==> src/rtl/frame_draw_sequencer_if.sv <==
// Draw request channel between the frame sequencer and the tile-draw engine.
// Request fields stay stable from req rise until ack is sampled.
interface frame_draw_sequencer_if;
  logic       draw_req;
  logic [3:0] draw_x;
  logic [3:0] draw_y;
  logic [2:0] draw_code;
  logic       draw_ack;

  modport master (
    output draw_req, draw_x, draw_y, draw_code,
    input  draw_ack
  );

  modport slave (
    input  draw_req, draw_x, draw_y, draw_code,
    output draw_ack
  );
endinterface

==> src/rtl/frame_draw_sequencer.sv <==
// Raster pass sequencer: scans the frame tracker once per tick and
// hands each changed cell to the tile-draw engine.
module frame_draw_sequencer #(
  parameter int GRID_CELLS = 192,
  parameter int TIMEOUT    = 1023
) (
  input  logic       clk,
  input  logic       nrst,
  input  logic       frame_tick,
  input  logic       trk_diff,
  input  logic [2:0] trk_obj_code,
  input  logic [3:0] trk_x,
  input  logic [3:0] trk_y,
  output logic       track_en,
  frame_draw_sequencer_if.master dif,
  output logic       busy,
  output logic       frame_done,
  output logic [7:0] changed_count,
  output logic       overrun,
  output logic       timeout_err,
  input  logic       clear_err
);

  typedef enum logic [1:0] {
    IDLE, SCAN, DRAW, FINISH
  } state_e;

  localparam int WW = (TIMEOUT > 1) ? $clog2(TIMEOUT) : 1;
  localparam logic [WW-1:0] WLAST = WW'(TIMEOUT - 1);
  localparam logic [7:0] CLAST = 8'(GRID_CELLS - 1);

  state_e state_q, state_d;

  logic [7:0]    cnt_q, cnt_d;
  logic [WW-1:0] wait_q, wait_d;
  logic [7:0]    run_q, run_d;
  logic [7:0]    cc_q, cc_d;
  logic          pend_q, pend_d;
  logic          ovr_q, ovr_d;
  logic          terr_q, terr_d;
  logic          req_q, req_d;
  logic [3:0]    x_q, x_d;
  logic [3:0]    y_q, y_d;
  logic [2:0]    code_q, code_d;
  logic          tmo;

  assign tmo = (TIMEOUT != 0) && (wait_q == WLAST)
               && !dif.draw_ack;

  always_ff @(posedge clk or negedge nrst) begin
    if (!nrst) state_q <= IDLE;
    else       state_q <= state_d;
  end

  always_comb begin
    state_d = state_q;
    unique case (state_q)
      IDLE:   if (frame_tick) state_d = SCAN;
      SCAN: begin
        if (trk_diff)            state_d = DRAW;
        else if (cnt_q == CLAST) state_d = FINISH;
      end
      DRAW:   if (dif.draw_ack || tmo) state_d = SCAN;
      FINISH: state_d = (pend_q || frame_tick) ? SCAN : IDLE;
      default: state_d = IDLE;
    endcase
  end

  always_comb begin
    track_en   = 1'b0;
    busy       = 1'b0;
    frame_done = 1'b0;
    unique case (state_q)
      SCAN: begin
        busy     = 1'b1;
        track_en = !trk_diff;
      end
      DRAW:    busy = 1'b1;
      FINISH:  frame_done = 1'b1;
      default: ;
    endcase
  end

  always_comb begin
    cnt_d  = cnt_q;
    wait_d = wait_q;
    run_d  = run_q;
    cc_d   = cc_q;
    pend_d = pend_q;
    ovr_d  = ovr_q;
    terr_d = terr_q;
    req_d  = req_q;
    x_d    = x_q;
    y_d    = y_q;
    code_d = code_q;
    if (clear_err) begin
      ovr_d  = 1'b0;
      terr_d = 1'b0;
    end
    unique case (state_q)
      SCAN: begin
        if (trk_diff) begin
          x_d    = trk_x;
          y_d    = trk_y;
          code_d = trk_obj_code;
          req_d  = 1'b1;
          wait_d = '0;
          if (run_q != 8'hFF) run_d = run_q + 8'd1;
        end else begin
          cnt_d = (cnt_q == CLAST) ? 8'd0 : cnt_q + 8'd1;
        end
      end
      DRAW: begin
        if (dif.draw_ack) begin
          req_d  = 1'b0;
          wait_d = '0;
        end else if (tmo) begin
          req_d  = 1'b0;
          wait_d = '0;
          terr_d = 1'b1;
        end else begin
          wait_d = wait_q + 1'b1;
        end
      end
      FINISH: begin
        cc_d  = run_q;
        run_d = 8'd0;
        if (pend_q || frame_tick) pend_d = 1'b0;
      end
      default: ;
    endcase
    // a second tick while one is queued is dropped and flagged
    if (frame_tick && busy) begin
      if (pend_q) ovr_d  = 1'b1;
      else        pend_d = 1'b1;
    end
  end

  always_ff @(posedge clk or negedge nrst) begin
    if (!nrst) begin
      cnt_q  <= '0;
      wait_q <= '0;
      run_q  <= '0;
      cc_q   <= '0;
      pend_q <= 1'b0;
      ovr_q  <= 1'b0;
      terr_q <= 1'b0;
      req_q  <= 1'b0;
      x_q    <= '0;
      y_q    <= '0;
      code_q <= '0;
    end else begin
      cnt_q  <= cnt_d;
      wait_q <= wait_d;
      run_q  <= run_d;
      cc_q   <= cc_d;
      pend_q <= pend_d;
      ovr_q  <= ovr_d;
      terr_q <= terr_d;
      req_q  <= req_d;
      x_q    <= x_d;
      y_q    <= y_d;
      code_q <= code_d;
    end
  end

  assign dif.draw_req  = req_q;
  assign dif.draw_x    = x_q;
  assign dif.draw_y    = y_q;
  assign dif.draw_code = code_q;
  assign changed_count = cc_q;
  assign overrun       = ovr_q;
  assign timeout_err   = terr_q;

endmodule

==> src/flat_wrapper.sv <==
// flat-port wrapper written by rule: the top's interface ports become plain ports
module frame_draw_sequencer_flat 
#(
  parameter int GRID_CELLS = 192,
  parameter int TIMEOUT    = 1023
)
  (clk, nrst, frame_tick, trk_diff, trk_obj_code, trk_x, trk_y, track_en, busy, frame_done, changed_count, overrun, timeout_err, clear_err, dif_draw_req, dif_draw_x, dif_draw_y, dif_draw_code, dif_draw_ack);
  frame_draw_sequencer_if dif_i ();
  input  logic clk;
  input  logic nrst;
  input  logic frame_tick;
  input  logic trk_diff;
  input  logic [2:0] trk_obj_code;
  input  logic [3:0] trk_x;
  input  logic [3:0] trk_y;
  output logic track_en;
  output logic busy;
  output logic frame_done;
  output logic [7:0] changed_count;
  output logic overrun;
  output logic timeout_err;
  input  logic clear_err;
  output wire logic [$bits(dif_i.draw_req)-1:0] dif_draw_req;
  output wire logic [$bits(dif_i.draw_x)-1:0] dif_draw_x;
  output wire logic [$bits(dif_i.draw_y)-1:0] dif_draw_y;
  output wire logic [$bits(dif_i.draw_code)-1:0] dif_draw_code;
  input wire logic [$bits(dif_i.draw_ack)-1:0] dif_draw_ack;
  assign dif_draw_req = dif_i.draw_req;
  assign dif_draw_x = dif_i.draw_x;
  assign dif_draw_y = dif_i.draw_y;
  assign dif_draw_code = dif_i.draw_code;
  assign dif_i.draw_ack = dif_draw_ack;
  frame_draw_sequencer #(.GRID_CELLS(GRID_CELLS), .TIMEOUT(TIMEOUT)) u_core (.clk(clk), .nrst(nrst), .frame_tick(frame_tick), .trk_diff(trk_diff), .trk_obj_code(trk_obj_code), .trk_x(trk_x), .trk_y(trk_y), .track_en(track_en), .dif(dif_i), .busy(busy), .frame_done(frame_done), .changed_count(changed_count), .overrun(overrun), .timeout_err(timeout_err), .clear_err(clear_err));
endmodule
==> config.mk <==
export PLATFORM = sky130hd
export DESIGN_NAME = frame_draw_sequencer_flat
export DESIGN_NICKNAME = d
export VERILOG_FILES = /design/src/rtl/frame_draw_sequencer_if.sv /design/src/rtl/frame_draw_sequencer.sv /design/src/flat_wrapper.sv
export SDC_FILE = /design/constraint.sdc
export NUM_CORES = 1
export LEC_CHECK = 0
export ABC_CLOCK_PERIOD_IN_PS = 1900
export CORE_AREA = 2 2 62 94
export CTS_CLUSTER_DIAMETER = 100
export CTS_CLUSTER_SIZE = 8
export DETAILED_ROUTE_END_ITERATION = 12
export DIE_AREA = 0 0 64 96
export PLACE_DENSITY = 0.84
export SLEW_MARGIN = 20
export SYNTH_ARGS = -nofsm -noshare
export SYNTH_HDL_FRONTEND = slang
export SYNTH_SLANG_ARGS = --single-unit
==> constraint.sdc <==
create_clock -name clk -period 1.9 [get_ports clk]
set_clock_uncertainty 0.15 [all_clocks]
set_input_delay 0.285 -clock clk [delete_from_list [all_inputs] [get_ports clk]]
set_output_delay 0.285 -clock clk [all_outputs]
set_load 0.05 [all_outputs]
==> results.cfg, run 1 <==
[outcome]
status = finished clean

[floorplan]
die_y_um = 96
die_x_um = 64
rows = 33
io_pins = 42
core_sq_mm = 0.00533
initial_core_util_pct = 45.9
dieArea_sq_mm = 0.00614

[clock_network]
clock_latency_ns = 0.31
cts.sinks = 51
htreeDepth = 2
clockRootBuffer = clkbuf_8
cts_inserted_buffers = 5
clk_pin_slew_ns = 0.09
cts_buffer_depth = 2
cts_tree = yes

[finish]
design_area_sq_mm = 0.00323
antenna_cells = 0
multi_input_area_sq_mm = 0.00117
seq_area_sq_mm = 0.00128
syn_to_final_growth_pct = 32.4
fin_nets = 305
drive_above_1_share_pct = 35.0
fill_cells = 432

[logic_synthesis]
synthFlopType = dfrtp_1
synth_nets = 240
seq_area_frac_synth_pct = 52.2
synth_cells = 214
yosysTopAreaCell = dfrtp_1
syn_area_sq_mm = 0.00244
ys_ff_latch = 51
synthTopCellsByArea = dfrtp_1, mux2_2, ha_1
yosysUniqueCellTypes = 40
avgSynthCellArea_sq_um = 11.4
ys_warn_count = 0
synth_edf_count = 0
synth_top_area_share_pct = 52.2
synth-async-reset-ratio_pct = 100

[global_route]
grt.total_usage_pct = 18.2
grt_overflow = 0
grt_pass1_vias = 1892
grt_use_met2_pct = 33.2
use_met3_pct = 3.16
busiest_layer = met2
grt_max_degree = 24
grt_pass1_wl_um = 8670
antenna_found_initial = 0
met1_usage_pct = 20.9

[hold_path]
min_path_type = input pin to asynchronous set/reset pin

[sta]
min_period_ns = 1.88
hold_violations = 0
worst_pin_slew_ns = 0.453
drv_slew = 0
fin_crit_sh_pct = 98.8
rsz0062_at_grt = yes
fmax_ghz = 0.533
timing.final.ws_setup_ns = 0.0235
setup-tns-final_ns = 0
setup_viol = 0
maxSlewHeadroom_pct = 69.8

[detailed_routing]
dr.pass1.iters = 4
post_drt_via_cell_ratio = 5.39
via_count = 1887
drtIter0Drc = 48
wl_um = 5260
drc_errors = 0
wl_per_cell_um = 15.0
drtAntennaViolNets = 0

[placement]
dpl_worst_slack_ns = -0.108
port_buffers = 41
gp_congestion = 0.900
dpl_cell_area_sq_mm = 0.00302
hpwl_um = 3730

[power_and_ir_drop]
leakage_nw = 1.48
peakVddDrop_mv = 1.05
power_density_mw_per_mm2 = 1560

[worst_setup_path]
start_kind = register
crit_fanout = 3
endpoint_kind = output port
crit_required_ns = 1.46
worstPathArrival_ns = 1.44
crit_type = register to output port

[flow_run]
maxCapViolCount = 0
[area by class of cell]
cell class / count / area share, %
inverter: 10 / 1.35
tap: 70 / 2.71
sequential: 51 / 39.5
timing repair buffer: 64 / 17.7
clock inverter: 3 / 0.580
clock buffer: 5 / 2.13
multi-input combinational: 147 / 36.1
[cell usage in the layout (no fill, tap or decap), types with 5 or more instances in the layout]
| cell type | Yosys | layout |
|---|---|---|
| clkbuf_8 | 0 | 5 |
| nand2_1 | 16 | 16 |
| xor2_1 | 5 | 5 |
| mux2_2 | 22 | 22 |
| nand3_1 | 10 | 9 |
| xnor2_1 | 5 | 5 |
| buf_4 | 2 | 42 |
| clkdlybuf4s50_1 | 0 | 15 |
| inv_1 | 10 | 7 |
| o21ai_0 | 10 | 8 |
| dfrtp_1 | 51 | 50 |
| nand4_1 | 8 | 8 |
| nor2_1 | 12 | 12 |
[state kept, by name (all words and copies together), names as in the netlist, 2 cells and up]
signal                flops
u_core.dif.draw_code      3
u_core.dif.draw_y         4
u_core.wait_q            10
u_core.cnt_q              8
u_core.dif.draw_x         4
u_core.state_q            2
u_core.run_q              8
u_core.changed_count      8
[worst paths after layout]
kind	slack (ns)	from	endpoint	cells past startpoint
max	0.02	u_core.state_q[0]$_DFFE_PN0P_	busy	4
min	0.30	nrst	u_core.changed_count[0]$_DFFE_PN0P_	2
max reg2reg	0.06	u_core.state_q[0]$_DFFE_PN0P_	u_core.state_q[1]$_DFFE_PN0P_	8
min reg2reg	0.35	u_core.cnt_q[5]$_DFFE_PN0P_	u_core.cnt_q[5]$_DFFE_PN0P_	1
max in group asynchronous	0.78	nrst	u_core.wait_q[8]$_DFFE_PN0P_	3
min in group clk	0.35	u_core.cnt_q[5]$_DFFE_PN0P_	u_core.cnt_q[5]$_DFFE_PN0P_	1
[repair_timing]
action	in CTS	in global routing
endpoints found under the hold margin	17	0
endpoints found under the setup margin	2	16
pin swaps	1	3
hold buffers	1	0
resized for setup	8	9
setup buffers	6	2
[routing by layer]
| metal | routed length [um] | vias to the layer above |
|---|---|---|
| li1 | - | 891 |
| met1 | 2090 | 933 |
| met2 | 2860 | 52 |
| met3 | 167 | 11 |
| met4 | 138 | 0 |
| met5 | 0 | - |
[worst max-delay path: stages, from the launching register on]
cell and delay, ns:
dfrtp_2 0.43, buf_6 0.14, inv_4 0.04, ha_2 0.38
buf_12 0.15
[synth_stat cells, types with 2 or more instances]
master,instances
o2bb2ai_1,4
o21ai_0,10
o31ai_1,2
nor4_1,2
ha_1,9
o22ai_1,2
nand2b_1,3
or4_1,2
xor2_1,5
mux2_2,22
mux2i_1,5
buf_4,2
nor2_1,12
nor3_1,4
nand3_1,10
o41ai_1,2
nand2_1,16
inv_1,10
buf_2,2
nor2b_1,2
dfrtp_1,51
and3_1,2
a21oi_1,2
and2_1,3
a21o_1,3
nand4_1,8
clkbuf_1,2
xnor2_1,5
[per-stage QoR]
stage	util [%]	power (W)	std cells	hold slack, ns
global placement	56.7	0.00416	334	0.0983
floorplan	-	0.00336	214	-0.161
finish	60.7	0.00504	350	0.295
global route	60.7	0.00530	350	0.350
detailed placement	56.7	0.00423	334	0.103
CTS	60.0	0.00497	348	0.305
[where the power goes]
part	total, W	internal [W]	leakage (nW)	switching (W)
clock	0.000629	0.000260	0.0483	0.000369
sequential	0.00165	0.00140	0.649	0.000244
combinational	0.00276	0.00114	0.782	0.00163
total	0.00504	0.00280	1.48	0.00224
[cells by family after synthesis]
logic type,after synthesis,share of synthesized area [%]
adders and majority gates,9,4.61
and+or+nand+nor,71,15.5
buffers and inverters,16,2.87
muxes,27,12.2
AOI/OAI and AO/OA,30,9.06
DFF,51,52.2
xor gates and xnor gates,10,3.58
No activity file was read; power rests on OpenSTA's default activity.
==> run 2, diff against run 1 <==
- SETUP_SLACK_MARGIN: not set -> 0.5
==> results.cfg, run 2 (synthesized netlist as in run 1, its figures left out) <==
[finish]
design_area_sq_mm = 0.00377
top_register = u_core.wait_q
fin_nets = 323
drive_above_1_share_pct = 50.7
mostFrequentLayoutCells = dfrtp_1, buf_4, clkdlybuf4s50_1, mux2_4, nand2_1
syn_to_final_growth_pct = 54.2
antenna_cells = 0
largest_register_ffs = 10
final_common_cell = dfrtp_1

[detailed_routing]
wl_met3_um = 175
dr.pass1.iters = 4
wl_met1_um = 2780
drtAntennaViolNets = 0
post_drt_via_cell_ratio = 5.64
wl_um = 7080
drtIter0Drc = 65
top_layer = met4
via_count = 2074
drc_errors = 0
wl_per_cell_um = 19.2
route.met2.wl_um = 3920

[sta]
fin_crit_sh_pct = 103
min_period_ns = 1.96
worst_pin_slew_ns = 0.490
maxSlewHeadroom_pct = 67.4
rsz0062_at_grt = yes
timing.final.ws_setup_ns = -0.0564
holdWs_ns = 0.299
drv_slew = 0
hold_violations = 0
fmax_ghz = 0.511
setup_viol = 2

[floorplan]
rows = 33
dieArea_sq_mm = 0.00614
die_y_um = 96
initial_core_util_pct = 45.9
core_sq_mm = 0.00533
die_x_um = 64
io_pins = 42

[worst_setup_path]
crit_required_ns = 1.46
crit_type = register to output port
crit_fanout = 3
worstPathArrival_ns = 1.52
start_kind = register
endpoint_kind = output port

[power_and_ir_drop]
power_frac_seq_pct = 27.9
power_density_mw_per_mm2 = 1620
switching_power_w = 0.00268
switching_share_pct = 43.9
peakVddDrop_mv = 1.12
intPower_w = 0.00343
leakage_nw = 1.72
clkPwrFrac_pct = 10.5
comb_power_share_pct = 61.5

[global_route]
grt_overflow = 0
grt_max_degree = 23
grt_pass1_vias = 1980
grt_pass1_wl_um = 9190
grt.total_usage_pct = 19.3
antenna_found_initial = 0

[outcome]
violations = negative setup slack
status = finished with violations

[placement]
hpwl_um = 3640
dpl_cell_area_sq_mm = 0.00303
gp_congestion = 0.837
port_buffers = 41
dpl_worst_slack_ns = -0.0853

[clock_network]
cts_inserted_buffers = 5
cts.sinks = 51
clock_latency_ns = 0.32
clockRootBuffer = clkbuf_8
clk_pin_slew_ns = 0.11
htreeDepth = 2
cts_buffer_depth = 2
cts_tree = yes

[flow_run]
maxCapViolCount = 0

[hold_path]
min_path_type = input pin to asynchronous set/reset pin
## run 2: critical path, stage by stage, from the launching register on
cell and delay, ns:
dfrtp_2 0.46, ha_4 0.18, buf_6 0.11, nand2b_4 0.08, clkinvlp_4 0.10, buf_6 0.13
buf_12 0.14
## run 2: path summary, 6_finish.rpt
kind	start	to	slack, ns	cells past startpoint
max	u_core.state_q[0]$_DFFE_PN0P_	track_en	-0.06	6
min	nrst	u_core.changed_count[5]$_DFFE_PN0P_	0.30	2
max reg2reg	u_core.state_q[0]$_DFFE_PN0P_	u_core.state_q[1]$_DFFE_PN0P_	0	9
min reg2reg	u_core.cnt_q[5]$_DFFE_PN0P_	u_core.cnt_q[5]$_DFFE_PN0P_	0.36	1
max in group asynchronous	nrst	u_core.run_q[6]$_DFFE_PN0P_	0.76	3
min in group clk	u_core.cnt_q[5]$_DFFE_PN0P_	u_core.cnt_q[5]$_DFFE_PN0P_	0.36	1
## run 2: power by group through the flow
| stage | Sequential [W] | Clock, W | Combinational (W) |
|---|---|---|---|
| final | 0.00171 | 0.000645 | 0.00376 |
| after CTS | 0.00164 | 0.000634 | 0.00294 |
| after global routing | 0.00174 | 0.000689 | 0.00392 |
| after floorplan | 0.00225 | 0 | 0.00112 |
| after detailed placement | 0.00166 | 0 | 0.00259 |
| after global placement | 0.00165 | 0 | 0.00254 |
## run 2: area by class of cell
type / count / area, sq um
multi-input combinational: 148 / 1470
timing repair buffer: 81 / 800
tap: 70 / 87.6
fill: 325 / 1560
inverter: 10 / 41.3
sequential: 51 / 1280
clock buffer: 6 / 72.6
clock inverter: 2 / 12.5
## run 2: stage by stage
step / power (W) / TNS [ns] / std cells / util [%]
finish: 0.00612 / -0.0568 / 368 / 70.8
global route: 0.00635 / -0.240 / 368 / 70.8
CTS: 0.00521 / 0 / 352 / 62.6
detailed placement: 0.00425 / -0.335 / 334 / 57.0
global placement: 0.00419 / -0.0832 / 334 / 57.0
floorplan: 0.00337 / -0.196 / 214 / -
## run 2: repair_timing
action / CTS / global route
endpoints found under the setup margin: 52 / 52
endpoints found under the hold margin: 19 / 0
gates resized for setup: 31 / 68
cloned: 0 / 3
hold buffers: 1 / 0
setup buffers: 9 / 13
pin swaps: 3 / 25
## run 2: metal layers
layer	global-route usage (%)	vias up
met5	0	-
met1	21.3	1053
li1	-	940
met2	35.4	60
met4	9.78	0
met3	3.16	21
